`config.mk`:
```
export PLATFORM = sky130hd
export DESIGN_NAME = bnn_argmax_seq
export DESIGN_NICKNAME = d
export VERILOG_FILES = /design/src/rtl/bnn_argmax_seq.sv
export SDC_FILE = /design/constraint.sdc
export NUM_CORES = 1
export LEC_CHECK = 0
export CAP_MARGIN = 20
export CORE_MARGIN = 4
export CORE_UTILIZATION = 30
export DETAILED_ROUTE_END_ITERATION = 10
export SYNTH_ARGS = -nofsm -noshare
export SYNTH_HDL_FRONTEND = slang
export SYNTH_SLANG_ARGS = --single-unit
```
`constraint.sdc`:
```
create_clock -name clk -period 3.2 [get_ports clk]
set_clock_uncertainty 0.05 [all_clocks]
set_input_delay 0.96 -clock clk [delete_from_list [all_inputs] [get_ports clk]]
set_output_delay 0.96 -clock clk [all_outputs]
set_load 0.03 [all_outputs]
```
`src/rtl/bnn_argmax_seq.sv`:
```
// Sequential argmax over a packed per-class score vector.
// A vector is captured on accept, then scanned one class per cycle with a
// single unsigned comparator. The winning index and score are held in DONE
// until downstream takes them. On a tie the lowest index wins.
module bnn_argmax_seq #(
  parameter int SIZE       = 10,
  parameter int BITS       = 6,
  parameter int INDEX_BITS = 4
) (
  input  logic                  clk,
  input  logic                  rst,
  input  logic                  in_valid,
  output logic                  in_ready,
  input  logic [SIZE*BITS-1:0]  inx,
  output logic                  out_valid,
  input  logic                  out_ready,
  output logic [INDEX_BITS-1:0] outimax,
  output logic [BITS-1:0]       outmax
);

  localparam logic [1:0] S_IDLE = 2'd0;
  localparam logic [1:0] S_SCAN = 2'd1;
  localparam logic [1:0] S_DONE = 2'd2;

  localparam logic [INDEX_BITS-1:0] K_LAST = INDEX_BITS'(SIZE - 1);
  localparam logic [INDEX_BITS-1:0] K_ONE  = INDEX_BITS'(1);

  logic [1:0]            state_q, state_d;
  logic [BITS-1:0]       best_q, best_d;
  logic [INDEX_BITS-1:0] bidx_q, bidx_d;
  logic [INDEX_BITS-1:0] k_q, k_d;
  logic [BITS-1:0]       buf_q [SIZE];
  logic [BITS-1:0]       scan_score;
  logic                  accept;

  // Handshake decode: ready depends only on state and reset, never on the
  // upstream valid or downstream ready.
  assign in_ready  = (state_q == S_IDLE) && !rst;
  assign accept    = in_valid && in_ready;
  assign out_valid = (state_q == S_DONE);
  // Result ports read zero whenever no result is being presented.
  assign outimax   = out_valid ? bidx_q : '0;
  assign outmax    = out_valid ? best_q : '0;

  assign scan_score = buf_q[k_q];

  // Next-state logic for the scan FSM and the running maximum.
  always_comb begin
    state_d = state_q;
    best_d  = best_q;
    bidx_d  = bidx_q;
    k_d     = k_q;
    case (state_q)
      S_IDLE: begin
        if (accept) begin
          best_d  = inx[BITS-1:0];
          bidx_d  = '0;
          k_d     = K_ONE;
          state_d = (SIZE == 1) ? S_DONE : S_SCAN;
        end
      end
      S_SCAN: begin
        // Strictly greater only, so an equal later score keeps the earlier index.
        if (scan_score > best_q) begin
          best_d = scan_score;
          bidx_d = k_q;
        end
        if (k_q == K_LAST) begin
          state_d = S_DONE;
        end else begin
          k_d = k_q + K_ONE;
        end
      end
      S_DONE: begin
        if (out_ready) begin
          state_d = S_IDLE;
        end
      end
      default: begin
        state_d = S_IDLE;
      end
    endcase
  end

  // Control and result registers; reset discards any in-flight vector.
  always_ff @(posedge clk) begin
    if (rst) begin
      state_q <= S_IDLE;
      best_q  <= '0;
      bidx_q  <= '0;
      k_q     <= '0;
    end else begin
      state_q <= state_d;
      best_q  <= best_d;
      bidx_q  <= bidx_d;
      k_q     <= k_d;
    end
  end

  // Score buffer: loaded only on accept, so upstream may change inx afterwards.
  always_ff @(posedge clk) begin
    if (accept) begin
      for (int i = 0; i < SIZE; i++) begin
        buf_q[i] <= inx[i*BITS +: BITS];
      end
    end
  end

endmodule

```
==> results of run 1 <==
-- state kept, by name, summed over array words and instances (netlist names), named ones only --
signal and count:
state_q 2, k_q 4, best_q 6, bidx_q 4
buf_q 60
-- area by class of cell --
cell class | instances | area, µm² | share of cell area
flip-flops and latches | 80 | 2200 | 0.492
multi-input cells | 118 | 1010 | 0.226
repair buffers | 82 | 826 | 0.184
well taps | 140 | 175 | 0.0391
clock buffers | 10 | 128 | 0.0285
clock inverters | 6 | 108 | 0.0240
inverters | 7 | 28.8 | 0.00643
-- worst min-delay path, stage by stage (launching register included) --
cell and delay [ns]:
dfxtp_1 0.31, nand2_1 0.05, a21oi_1 0.05
-- cell families after synthesis --
kind of cell | Yosys count
fa+ha+maj | 8
buf+inv | 17
xor+xnor | 2
flops | 80
simple gates | 53
mux | 19
compound gates | 36
-- worst max path at each step --
stage           endpoint  cells past startpoint  slack (ns)      start
3_5_place_dp   best_q[2]                     10        0.27  flip-flop
5_1_grt        best_q[2]                     10        0.04  flip-flop
2_1_floorplan  best_q[1]                      8        0.15        rst
3_3_place_gp   best_q[2]                     10        0.36  flip-flop
4_1_cts        best_q[2]                     10        0.25  flip-flop
6_report       best_q[1]                     10        0.26  flip-flop
-- through the flow --
stage                     power [µW]  hold slack [ns]  std cells   util
after floorplan                 1400            0.377        215      -
after global placement          1530            0.399        427  0.393
after detailed placement        1530            0.401        427  0.393
after CTS                       2400            0.413        443  0.415
after global routing            2490            0.428        443  0.415
final                           2370            0.407        443  0.415
-- metal layers --
layer / GRT usage / up-vias
li1: - / 990
met1: 0.155 / 964
met2: 0.167 / 59
met3: 0.0358 / 10
met4: 0.0465 / 0
met5: 0 / -
-- layout by cell type (no fill, tap or decap), drive strengths merged, types with 3 or more instances in the layout --
| cell type | count |
|---|---|
| nor2b | 3 |
| buf | 8 |
| inv | 7 |
| and2 | 11 |
| nor3 | 5 |
| nand3 | 5 |
| nand2 | 14 |
| a221oi | 4 |
| mux2i | 6 |
| nand2b | 3 |
| nor2 | 5 |
| ha | 8 |
| mux4 | 12 |
| o22ai | 5 |
| dfxtp | 20 |
| a211oi | 4 |
| bufinv | 3 |
| edfxtp | 60 |
| clkdlybuf4s50 | 74 |
| a21oi | 15 |
| clkbuf | 10 |
-- power by group through the flow --
stage                     clock network (µW)  logic [µW]  registers (µW)
after floorplan                            0         191            1210
after CTS                                894         317            1190
after global placement                     0         312            1220
after global routing                     943         348            1200
final                                    868         313            1190
after detailed placement                   0         316            1220
==> metrics, run 1 <==
met3 wire length=349 µm; ys flop type=edfxtp_1; DRC viols=0; MaxCap Viol Count=0; TritonCTS buffer count=9; clock network fraction of total power=0.366; sequential area share after synthesis=0.667; met1 WL=3210 µm; CP Max Fanout=18; crit path cell chain=buf_12, mux4_2, o22ai_1, a21oi_1, ha_1, a21o_1, a31oi_2, a32o_2, a21oi_1, a221oi_2; hold_sp=bidx_q[2]; Tot GR Track Use=0.113; io pins=76; number of enable flip-flop cells after synthesis=60; post-synthesis net count=287; Area Growth Syn to Fin=35.5%; Die Y=113 µm; clk sink count=80; R2R depth=10; CP top delay family=compound AO/OA/AOI/OAI gates; clk buf depth=2; Netlist cell types=40; Cell Pwr Density=530 nW/µm²; hold bufs inserted after CTS=0; Syn Inst Count=215; Core ar.=10800 µm²; postcts setup bufs=0; internal power=1850 µW; main combinational cell family by area after synthesis=multiplexers; largest net degree at the start of global routing=33; First-pass DRT Iterations=4; GPL Wtd Cong=0.782; vias in the first global route=2133; wire per inst=15.3 µm; HPWL after DPL=5040 µm; Post-Syn Area=3300 µm²; Worst setup EP type=flip-flop; # fillers=984; Worst Hold Class=flip-flop to flip-flop; full die area=12800 µm²; diodes inserted=0; layout net count=370; Final Hold Violating Endpoints=0; Design Area, Final=4480 µm²; CP bufs+invs=1; actual slew at the worst max-slew pin=0.482 ns; period utilization=0.918; DR WL met2=3110 µm; row count=38; final worst slack=0.264 ns; Max Slew Vio Count=0; status=completed; post-synth top area share=0.545; CTS tree=done; cells resized by post-CTS repair=0; Synth Area in Simple Gates=0.0860; top metal layer carrying routed signals=met4; Synth area leaders=edfxtp_1, dfxtp_1, mux4_2; synth cell count leaders=edfxtp_1, dfxtp_1, a21oi_1; Hold Path Depth=2; Async SR Flop Fraction=0; VDD IR max=230 µV; DRT iter0 DRCs=123; gr ovfl total=0; first-pass GRT wire length=11200 µm; post-route ant nets=0; Synth Register Bits=80; WS Path Type=flip-flop to flip-flop; YS warnings=0; # port buffers=75; critical path's most frequent cell=a21oi_1; DP Worst Slack=0.265 ns; combinational cell fraction of total power=0.132; f_max=341 MHz; worst skew pair latency=0.35 ns; Compound-Gate Fraction of Synth Area=0.0807; RSZ-0062 raised after global routing=false; Total Wirelength=6780 µm; sw power=520 µW; required time worst endpoint=3.41 ns; Reg clk slew, reported paths=0.08 ns; adder-cell share of the synthesized area=0.0303; CTS H-tree lvls=3; Mapped Avg Cell Area=15.4 µm²; Synth area leader=edfxtp_1; Sequential Power Share=0.502; r2r setup slk=0.26 ns; multiplexer area fraction after synthesis=0.103; Die Span X=113 µm; Sw Ratio=0.219; worst r2r dst=best_q[1]; vias=2023; slew margin rel.=0.679; fraction of layout cells with a size suffix above 1=0.152; Worst path slowest cell=mux4_2; WHS Endpoint=bidx_q[2]; count leader, synth=edfxtp_1; CTS root buf=clkbuf_8; post-synthesis xor/xnor area fraction=0.00530; CP Launch Type=flip-flop; CP peak stage delay=0.52 ns; leak pwr=0.00151 µW; Area after DPL=4240 µm²; Final min period=2.94 ns; final setup TNS=0 ns; final setup fails=0; Worst EP arrival=3.15 ns; initial antenna violation count=0; vias per std cell=4.57; Initial Util=0.306
Note: power is estimated with default switching activity, not from simulation.
==> inputs of run 2 (changes only) <==
- CORE_MARGIN: 4 -> default
- GPL_TIMING_DRIVEN: default -> 0
==> run 2 against run 1 <==
Effect of this change: fmax fell by 3.4%; combinational power barely moved; largest power group unchanged; core utilization grew 0.49 points; hold slack lost 0.0077 ns; power down 5.9%; critical path depth is 6 lower; sequential share of layout area grew 0.74 points; final area down 1.5%.
==> metrics, run 2 (same netlist as run 1, synthesis figures left out) <==
status=completed; Total Wirelength=6630 µm (-2.2%); top flop regs=buf_q (60), best_q (6); Core ar.=10500 µm² (-2.6%); CP Launch Type=flip-flop; row count=37 (-2.6%); Worst EP arrival=2.03 ns (-1.12 ns); max reg flops=60 (unchanged); Max Slew Vio Count=0 (unchanged); Tot GR Track Use=0.125 (+0.0117); f_max=329 MHz (-3.4%); Worst Setup SP=state_q[1]; Placed Cells=425 (-0.47%); # fillers=974 (-1.0%); Worst Hold Class=flip-flop to flip-flop; First-pass DRT Iterations=4 (unchanged); RSZ-0062 raised after global routing=false; Final Hold Violating Endpoints=0 (unchanged); fraction of layout cells with a size suffix above 1=0.148 (-0.00427); post-route ant nets=0 (unchanged); initial antenna violation count=0 (unchanged); Reg clk slew, reported paths=0.08 ns (about the same); slew margin rel.=0.468 (-0.211); largest net degree at the start of global routing=65 (+97%); TritonCTS buffer count=9 (unchanged); clk buf depth=2 (unchanged); Area after DPL=4210 µm² (-0.65%); worst skew pair latency=0.35 ns (about the same); Worst setup EP type=primary output; postcts setup bufs=0 (unchanged); leak pwr=0.00149 µW (-1.4%); vias=2013 (-0.49%); Area Growth Syn to Fin=33.5%; Final min period=3.04 ns (+0.103 ns); required time worst endpoint=2.19 ns (-1.22 ns); Die Span X=107 µm (-5.3%); gr ovfl total=0 (unchanged); final setup TNS=0 ns (unchanged); full die area=11400 µm² (-10%); Final Non-Filler Cells=441 (-0.45%); final setup fails=0 (unchanged); worst r2r dst=best_q[0]; r2r setup slk=0.25 ns (about the same); HPWL after DPL=4740 µm (-6.0%); wire per inst=15.0 µm (-1.8%); WS Path Type=flip-flop to primary output; Worst Setup EP=outmax[2]; DRC viols=0 (unchanged); Design Area, Final=4410 µm² (-1.5%); first-pass GRT wire length=10600 µm (-5.2%); CTS H-tree lvls=3 (unchanged); GPL Wtd Cong=0.787 (+0.66%); most common cell after layout, fill and taps aside=clkdlybuf4s50_1; # port buffers=74 (-1.3%); diodes inserted=0 (unchanged); CP Max Fanout=10 (-8); vias per std cell=4.56 (about the same); Pwr Total=2230 µW (-5.9%); Initial Util=0.314 (+0.00827); Die Y=107 µm (-5.3%); commonest cells after routing, fill and taps aside=clkdlybuf4s50_1, edfxtp_1, dfxtp_1, a21oi_1, nand2_1; sequential cell area=2200 µm² (unchanged); R2R depth=11 (+1); DRT iter0 DRCs=105 (-15%); CTS root buf=clkbuf_8; vias in the first global route=2094 (-1.8%); io pins=76 (unchanged); clk sink count=80 (unchanged); actual slew at the worst max-slew pin=0.798 ns (+0.316 ns); layout net count=372 (+0.54%); CTS tree=done; VDD IR max=180 µV (-22%); Multi-input gate area=1010 µm² (unchanged); Top reg by flops=buf_q; MaxCap Viol Count=0 (unchanged); period utilization=0.950 (+0.0321); Cell Pwr Density=506 nW/µm² (-4.5%)
==> run 2: cell count changes in the layout (fill, tap and decap cells not counted), sizes merged <==
cell / delta
buf: -2
bufinv: -3
clkbuf: +8
clkinvlp: -1
==> run 2: final cells by class <==
type | count | share of cell area
inverter | 7 | 0.00652
buffer | 10 | 0.0145
timing repair buffer | 74 | 0.168
multi-input combinational | 118 | 0.229
clock buffer | 14 | 0.0420
sequential | 80 | 0.499
tap | 136 | 0.0386
clock inverter | 2 | 0.00227
==> run 2: routing by layer <==
layer	global-route usage	part of all wire	vias to the layer above
met5	0	0	-
met4	0.0587	0.022	0
met3	0.0255	0.045	13
met2	0.193	0.46	60
met1	0.169	0.47	947
li1	-	-	993
==> run 2: timing repair <==
| action | CTS | global route |
|---|---|---|
| resized for setup | 0 | 2 |
| hold buffers | 0 | 0 |
| endpoints found under the setup margin | 0 | 9 |
==> run 2: worst max-delay path: stages, from the launching register on <==
cell,delay [ns]
dfxtp_1,0.41
nor2b_1,0.21
clkbuf_2,0.22
and2_1,0.14
clkdlybuf4s50_1,0.69
==> run 2: how the worst min path moves through the flow <==
stage,start,slack [ns],depth (start not counted),end
after floorplan,bidx_q[3],0.38,2,bidx_q[3]
after global placement,bidx_q[2],0.39,2,bidx_q[2]
after detailed placement,bidx_q[3],0.39,2,bidx_q[3]
after CTS,bidx_q[3],0.40,2,bidx_q[3]
after global routing,bidx_q[1],0.42,2,bidx_q[1]
final,bidx_q[2],0.40,2,bidx_q[2]
==> run 2: through the flow <==
step           setup WS (ns)  hold slack [ns]   util
2_1_floorplan          0.147            0.377      -
3_3_place_gp          0.0444            0.390  0.401
3_5_place_dp         0.00579            0.391  0.401
4_1_cts            0.0000546            0.402  0.420
5_1_grt               0.0330            0.415  0.420
6_report               0.161            0.399  0.420
==> run 2: power breakdown <==
group          switching (µW)  leakage (µW)  internal [µW]  total, µW
combinational             146      0.000670            168        314
clock                     354      0.000105            373        727
sequential               22.3      0.000719           1170       1190
total                     523       0.00149           1710       2230
==> inputs of run 3 (changes only) <==
- PLACE_DENSITY_LB_ADDON: default -> 0.25
- clock period: 3.2 -> 2.7 ns (I/O delays scaled with it)
==> run 3 against run 2 <==
Effect of this change: the flow now finishes with violations (negative setup slack); count of clock-buffer cells in the layout down 4; clock power up 13%; register-to-register slack worse by 0.33 ns; sequential share of layout area down 0.75 points; critical path type is now flip-flop to flip-flop.
==> metrics, run 3 (same netlist as run 1, synthesis figures left out) <==
vias in the first global route=2199 (+5.0%); Final Non-Filler Cells=445 (+0.91%); Sequential Power Share=0.530 (-0.004); full die area=11400 µm² (unchanged); row count=37 (unchanged); CP Max Fanout=6 (-4); hold bufs inserted after CTS=0 (unchanged); CTS tree=done; CTS H-tree lvls=3 (unchanged); final setup fails=6 (+6); r2r setup slk=-0.08 ns (-0.33 ns); CP Launch Type=flip-flop; DP Worst Slack=-0.219 ns (-0.225 ns); internal power=2040 µW (+19%); vias=2056 (+2.1%); WS Path Type=flip-flop to flip-flop; CTS root buf=clkbuf_8; top flop regs=buf_q (60), best_q (6); Die Span X=107 µm (unchanged); Top reg by flops=buf_q; status=complete, but fails checks; Area Growth Syn to Fin=35.9%; most common cell after layout, fill and taps aside=clkdlybuf4s50_1; Max Slew Vio Count=0 (unchanged); actual slew at the worst max-slew pin=0.571 ns (-0.227 ns); RSZ-0062 raised after global routing=true; HPWL after DPL=4820 µm (+1.6%); wire per inst=15.5 µm (+3.1%); slew margin rel.=0.619 (+0.152); fraction of layout cells with a size suffix above 1=0.223 (+0.0758); First-pass DRT Iterations=4 (unchanged); DRC viols=0 (unchanged); worst r2r dst=best_q[3]; Worst setup EP type=flip-flop; TritonCTS buffer count=9 (unchanged); clock network fraction of total power=0.307 (-0.019); WHS Endpoint=bidx_q[0]; # fillers=986 (+1.2%); combinational cell fraction of total power=0.164 (+0.023); final worst slack=-0.0804 ns (-0.242 ns); f_max=360 MHz; Worst Hold Class=flip-flop to flip-flop; Final min period=2.78 ns; hold_sp=bidx_q[0]; MaxCap Viol Count=0 (unchanged); Total Wirelength=6890 µm (+4.0%); R2R depth=11 (unchanged); period utilization=1.03; sequential cell area=2210 µm² (+0.28%); io pins=76 (unchanged); Finished Core Util=0.427 (+0.00762); largest net degree at the start of global routing=65 (unchanged); layout net count=377 (+1.3%); Cell Pwr Density=595 nW/µm² (+17%); leak pwr=0.00154 µW (+2.8%); Worst EP arrival=2.97 ns (+0.94 ns); commonest cells after routing, fill and taps aside=clkdlybuf4s50_1, edfxtp_1, dfxtp_1, nand2_1; clk sink count=80 (unchanged); Die Y=107 µm (unchanged); Tot GR Track Use=0.131 (+0.00627); sw power=629 µW (+20%); VDD IR max=253 µV (+41%); post-route ant nets=0 (unchanged); gr ovfl total=0 (unchanged); Hold Path Depth=2 (unchanged); required time worst endpoint=2.89 ns (+0.70 ns); Sw Ratio=0.236 (+0.00164); first-pass GRT wire length=11100 µm (+4.9%); Reg clk slew, reported paths=0.08 ns (about the same); Core ar.=10500 µm² (unchanged); Placed Cells=425 (unchanged); GPL Wtd Cong=0.744 (-5.4%); Multi-input gate area=1070 µm² (+6.2%); Initial Util=0.314 (unchanged); worst skew pair latency=0.35 ns (about the same); DRT iter0 DRCs=81 (-23%); clk buf depth=2 (unchanged); diodes inserted=0 (unchanged); Final Hold Violating Endpoints=0 (unchanged); max reg flops=60 (unchanged); initial antenna violation count=0 (unchanged); vias per std cell=4.62 (+1.2%); # port buffers=74 (unchanged); failing checks=negative setup slack
-- run 3: final cells by class --
type,instances,share of cell area
Tap cell,136,0.0379
Sequential cell,80,0.492
Buffer,9,0.0164
Clock inverter,5,0.0109
Clock buffer,10,0.0284
Multi-Input combinational cell,118,0.239
Timing Repair Buffer,80,0.169
Inverter,7,0.00697
-- run 3: worst max-delay path by stage --
stage                          from        end  cells past startpoint
after floorplan                 rst  best_q[1]                      8
after global routing      flip-flop  best_q[5]                     11
final                     flip-flop  best_q[3]                     11
after global placement    flip-flop  best_q[0]                     11
after CTS                 flip-flop  best_q[3]                     11
after detailed placement  flip-flop  best_q[0]                     11
-- run 3: power by group through the flow --
stage | sequential, µW | combinational [µW] | clock (µW)
2_1_floorplan | 1430 | 228 | 0
3_3_place_gp | 1440 | 375 | 0
3_5_place_dp | 1440 | 380 | 0
4_1_cts | 1410 | 437 | 843
5_1_grt | 1420 | 479 | 892
6_report | 1410 | 438 | 818
-- run 3: critical path, stage by stage, from the launching register on --
cell      delay [ns]
dfxtp_4         0.37
buf_8           0.13
mux4_2          0.52
o22ai_2         0.16
a21oi_2         0.06
ha_1            0.32
nand4_1         0.14
o21bai_4        0.21
a32o_2          0.32
buf_4           0.15
a21oi_1         0.16
a221oi_2        0.08
-- run 3: per-stage QoR --
step	hold WS, ns	cell area, µm²	setup TNS, ns	total power, µW
global route	0.418	4490	-1.79	2790
detailed placement	0.398	4220	-2.16	1820
CTS	0.408	4490	-0.410	2690
finish	0.403	4490	-0.368	2670
floorplan	0.377	3310	0	1660
global placement	0.390	4220	-1.56	1810
-- run 3: per-layer routing --
layer / wire length, µm / GRT usage
met1: 3100 / 0.165
met5: 0 / 0
met4: 82 / 0.0528
met2: 3370 / 0.218
met3: 344 / 0.0298
-- run 3: repair_timing --
item,in CTS,in global routing
setup buffers,4,0
endpoints found under the setup margin,21,19
cloned,2,0
hold endpoints to repair,0,0
pin swaps,6,4
gates resized for setup,35,20
